**config.mk**
```make
export PLATFORM = sky130hd
export DESIGN_NAME = runway_scheduler
export DESIGN_NICKNAME = d
export VERILOG_FILES = /design/src/rtl/runway_scheduler.sv
export SDC_FILE = /design/constraint.sdc
export NUM_CORES = 1
export LEC_CHECK = 0
export CORE_AREA = 2 2 67 69
export CTS_BUF_LIST = sky130_fd_sc_hd__clkbuf_16
export DETAILED_ROUTE_END_ITERATION = 8
export DIE_AREA = 0 0 69 71
export MAX_ROUTING_LAYER = met4
export PLACE_DENSITY = 0.74
export SYNTH_ARGS = -nofsm -noshare
export SYNTH_HDL_FRONTEND = slang
export SYNTH_SLANG_ARGS = --single-unit
export TNS_END_PERCENT = 50
```
**constraint.sdc**
```tcl
create_clock -name clock -period 1.6 [get_ports clock]
set_input_delay 0.4 -clock clock [delete_from_list [all_inputs] [get_ports clock]]
set_output_delay 0.4 -clock clock [all_outputs]
set_load 0.01 [all_outputs]
```
**src/rtl/runway_scheduler.sv**
```systemverilog
// runway_scheduler: grants two runways to the takeoff/landing hold queues,
// issues one CLEAR message per grant, and frees runways on release or timeout.
module runway_scheduler #(
   parameter int unsigned ID_W        = 4,
   parameter int unsigned OCC_TIMEOUT = 1024
) (
   input  logic            clock,
   input  logic            reset_n,
   input  logic            to_valid,
   input  logic [ID_W-1:0] to_plane_id,
   output logic            to_pop,
   input  logic            ld_valid,
   input  logic [ID_W-1:0] ld_plane_id,
   output logic            ld_pop,
   output logic            clr_valid,
   input  logic            clr_ready,
   output logic [ID_W-1:0] clr_plane_id,
   output logic            clr_runway,
   output logic            clr_landing,
   input  logic            rel_valid,
   input  logic [ID_W-1:0] rel_plane_id,
   output logic            rel_ack,
   output logic            rel_nack,
   input  logic            emerg_set,
   input  logic            emerg_clr,
   output logic            emerg_active,
   output logic [1:0]      runway_active,
   output logic [1:0]      timeout_evt
);

   localparam int unsigned CNT_W = (OCC_TIMEOUT > 2) ? $clog2(OCC_TIMEOUT) : 1;
   localparam logic [CNT_W-1:0] CNT_LAST = CNT_W'(OCC_TIMEOUT - 1);

   typedef enum logic {IDLE, ISSUE} state_t;

   state_t          state;
   logic            rr_ld;
   logic [ID_W-1:0] owner   [2];
   logic [CNT_W-1:0] occ_cnt [2];

   logic            grant_c;
   logic            pick_ld_c;
   logic            pick_rw_c;
   logic [1:0]      rel_hit_c;
   logic [1:0]      tmo_hit_c;

   // Grant decision, queue/runway pick, release match and timeout detection on pre-edge state
   always_comb begin
      grant_c   = reset_n && (state == IDLE) && !emerg_active &&
                  (to_valid || ld_valid) && (runway_active != 2'b11);
      pick_ld_c = ld_valid && (!to_valid || rr_ld);
      pick_rw_c = runway_active[0];
      rel_hit_c = 2'b00;
      if (rel_valid) begin
         if (runway_active[0] && (owner[0] == rel_plane_id))
            rel_hit_c = 2'b01;
         else if (runway_active[1] && (owner[1] == rel_plane_id))
            rel_hit_c = 2'b10;
      end
      for (int r = 0; r < 2; r++)
         tmo_hit_c[r] = runway_active[r] && (occ_cnt[r] == CNT_LAST) && !rel_hit_c[r];
   end

   // Pops are issued in the grant-decision cycle so the queue advances at the same edge
   assign to_pop = grant_c && !pick_ld_c;
   assign ld_pop = grant_c && pick_ld_c;

   // Scheduler FSM, runway ownership, timers, release/emergency handling
   always_ff @(posedge clock) begin
      if (!reset_n) begin
         state         <= IDLE;
         rr_ld         <= 1'b1;
         clr_valid     <= 1'b0;
         clr_plane_id  <= '0;
         clr_runway    <= 1'b0;
         clr_landing   <= 1'b0;
         rel_ack       <= 1'b0;
         rel_nack      <= 1'b0;
         emerg_active  <= 1'b0;
         runway_active <= 2'b00;
         timeout_evt   <= 2'b00;
         for (int r = 0; r < 2; r++) begin
            owner[r]   <= '0;
            occ_cnt[r] <= '0;
         end
      end else begin
         rel_ack     <= |rel_hit_c;
         rel_nack    <= rel_valid && !(|rel_hit_c);
         timeout_evt <= tmo_hit_c;

         if (emerg_set)
            emerg_active <= 1'b1;
         else if (emerg_clr)
            emerg_active <= 1'b0;

         for (int r = 0; r < 2; r++) begin
            if (rel_hit_c[r] || tmo_hit_c[r]) begin
               runway_active[r] <= 1'b0;
               occ_cnt[r]       <= '0;
            end else if (runway_active[r]) begin
               occ_cnt[r] <= occ_cnt[r] + CNT_W'(1);
            end
         end

         case (state)
            IDLE: begin
               if (grant_c) begin
                  runway_active[pick_rw_c] <= 1'b1;
                  owner[pick_rw_c]         <= pick_ld_c ? ld_plane_id : to_plane_id;
                  occ_cnt[pick_rw_c]       <= '0;
                  clr_valid                <= 1'b1;
                  clr_plane_id             <= pick_ld_c ? ld_plane_id : to_plane_id;
                  clr_runway               <= pick_rw_c;
                  clr_landing              <= pick_ld_c;
                  rr_ld                    <= !pick_ld_c;
                  state                    <= ISSUE;
               end
            end
            ISSUE: begin
               if (clr_ready) begin
                  clr_valid <= 1'b0;
                  state     <= IDLE;
               end
            end
         endcase
      end
   end

endmodule

```
==> qor.csv <==
metric;value;unit
status;completed;
global route overflow;0;
Layout Nets;311;
Worst Path Required;1200;ps
Final Max Tran Viols;0;
pre-CTS worst setup slack;-687.1;ps
Skew-Pair Late Insertion Delay;280;ps
Syn-to-layout area delta;42.80;%
syn_area_per_cell;9.033;µm²
Max Fclk;0.6323;GHz
Top Ports;36;
Die H;71;µm
Hold-fix buffers, CTS;0;
n_diodes;0;
Yosys warnings;0;
Least-Margin Pin Slew;486.1;ps
H-tree depth;2;
Mapped Area;2014;µm²
Vias;1749;
ys async rst share;0;
leak pwr;1.197;nW
RSZ-0062 raised after global routing;true;
site row count;24;
MaxCap Viol Count;0;
Mapped Nets;245;
Clock Path Buffers;2;
fin util;0.6842;
#FFs+latches synth;44;
final setup fails;0;
Die Width;69;µm
pwr dens;916.2;nW/µm²
Top FF cell, synth;dfxtp_1;
Final HPWL DP;2.954;mm
worst-path maximum fanout;3;
Final Power;0.002635;W
Detailed Route Iter0 Violations;108;
total CTS buffers;5;
post-layout instance area;2877;µm²
Placed Instance Area;2580;µm²
initial antenna violation count;0;
Buffers on Ports;35;
DRT Pass-1 Iters;4;
share of cells above drive strength 1;0.2241;
largest net degree at the start of global routing;24;
final number of hold-violating endpoints;0;
number of routed nets with antenna violations;0;
number of distinct library cells after synthesis;36;
CP Class;flop to output port;
Final Cycle Share;0.9885;
clk_skew;6.043;ps
hold slack;466.5;ps
Clock Sinks;44;
critical path data arrival time;1180;ps
setup slack after layout;18.41;ps
Starting Density;0.4792;
CTS tree;built;
crit path time final;1582;ps
Mapped Cells;223;
core area;4204;µm²
CP startpoint kind;flop;
first-pass GRT wire length;7.279;mm
hold crit path type;flop to flop;
Seq/Total Area, Yosys;0.4770;
die area;4899;µm²
EDFF count, synth;8;
average routed wire per standard cell;12.57;µm
clk root buf;clkbuf_16;
vias per inst;5.114;
Worst-path clk slew;60;ps
DRC Markers;0;
gr usage total;0.1877;
Critical Path End Type;output port;
Peak VDD IR;0.6195;mV
Placer Congestion;0.8557;
Post-Route WL;4.300;mm
vias in the first global route;1713;
Slew Limit Headroom;0.6745;
==> registers in the layout, indices dropped and copies added (netlist names) <==
| register | cells |
|---|---|
| emerg_active | 1 |
| occ_cnt | 20 |
| clr_landing | 1 |
| clr_runway | 1 |
| clr_plane_id | 4 |
| rel_nack | 1 |
| timeout_evt | 2 |
| rr_ld | 1 |
| state | 1 |
| clr_valid | 1 |
| runway_active | 2 |
| owner | 8 |
| rel_ack | 1 |
==> worst paths after layout <==
| check | depth (start not counted) | slack [ps] | to | start |
|---|---|---|---|---|
| setup / recovery | 4 | 20 | ld_pop | emerg_active |
| hold / removal | 2 | 470 | clr_valid | clr_valid |
| setup reg to reg | 6 | 80 | owner[1][0] | emerg_active |
| hold reg to reg | 2 | 470 | clr_valid | clr_valid |
==> synth_stat cells (7+ instances only) <==
| master | number | area [µm²] |
|---|---|---|
| dfxtp_1 | 36 | 720.7 |
| nand2_1 | 25 | 93.84 |
| nor3_1 | 8 | 40.04 |
| o21ai_0 | 11 | 55.05 |
| edfxtp_1 | 8 | 240.2 |
| xnor2_1 | 12 | 105.1 |
| nor2_1 | 24 | 90.09 |
| xor2_1 | 12 | 105.1 |
| nand3_1 | 18 | 90.09 |
| inv_1 | 7 | 26.28 |
| nand4_1 | 7 | 43.79 |
==> worst max-delay path: stages, from the launching register on <==
cell	delay (ps)
dfxtp_2	330
nor2_4	130
o2111ai_4	170
nor2_2	130
buf_2	140
==> cells by family (layout without fill, tap and decap cells) <==
kind of cell    Yosys count  count (layout)  synth area share
compound gates           32              32            0.1043
xor+xnor                 24              24            0.1043
fa+ha+maj                 2               2           0.01242
buf+inv                  16              83           0.03540
flops                    44              44            0.4770
mux                       5               5           0.02485
simple gates            100             100            0.2416
==> what timing repair did <==
action                                  4_1_cts  5_1_grt
gates resized for setup                      36       18
cloned                                        0        1
endpoints found under the setup margin       51       40
pin swaps                                    11        3
setup buffers                                 7        0
==> layout make-up <==
class | count | area (µm²)
Fill cell | 340 | 1328
Timing Repair Buffer | 68 | 604.3
Multi-Input combinational cell | 163 | 1077
Clock buffer | 5 | 125.1
Clock inverter | 3 | 12.51
Tap cell | 52 | 65.06
Sequential cell | 44 | 965.9
Inverter | 7 | 26.28
==> through the flow <==
stage / TNS [ps] / instances
floorplan: 0 / 223
global placement: -19870 / 327
detailed placement: -20490 / 327
CTS: 0 / 342
global route: -56.49 / 342
finish: 0 / 342
==> power by group <==
part	internal (W)	total, W	switching, W
sequential	0.00119	0.00123	0.0000379
clock	0.000564	0.000950	0.000387
combinational	0.000237	0.000454	0.000217
==> placed cells by master, fill, tap and decap left out, types with 2 or more instances in the layout <==
cell	instances
edfxtp_1	8
o211ai_1	2
mux2i_1	5
xnor2_1	12
clkdlybuf4s50_1	23
nor2_1	22
xor2_1	12
dfxtp_2	4
nor3_1	7
clkbuf_16	6
o21ai_1	6
ha_1	2
nand3_1	15
buf_6	2
nand3_2	2
dlygate4sd2_1	7
nand2_1	25
o211a_1	4
clkbuf_2	2
dfxtp_1	32
a21boi_0	3
buf_2	2
a21oi_1	4
nand4_1	7
nor2b_1	2
inv_1	9
nand2b_1	3
and3_1	5
o21ai_0	8
buf_4	30
==> per-layer routing <==
layer | vias to the layer above | global-route usage | wire [µm]
li1 | 903 | - | -
met1 | 803 | 0.2187 | 1953
met2 | 37 | 0.3194 | 2097
met3 | 6 | 0.05413 | 209
met4 | 0 | 0.04793 | 41
met5 | - | - | 0
(Power assumes the default switching activity.)
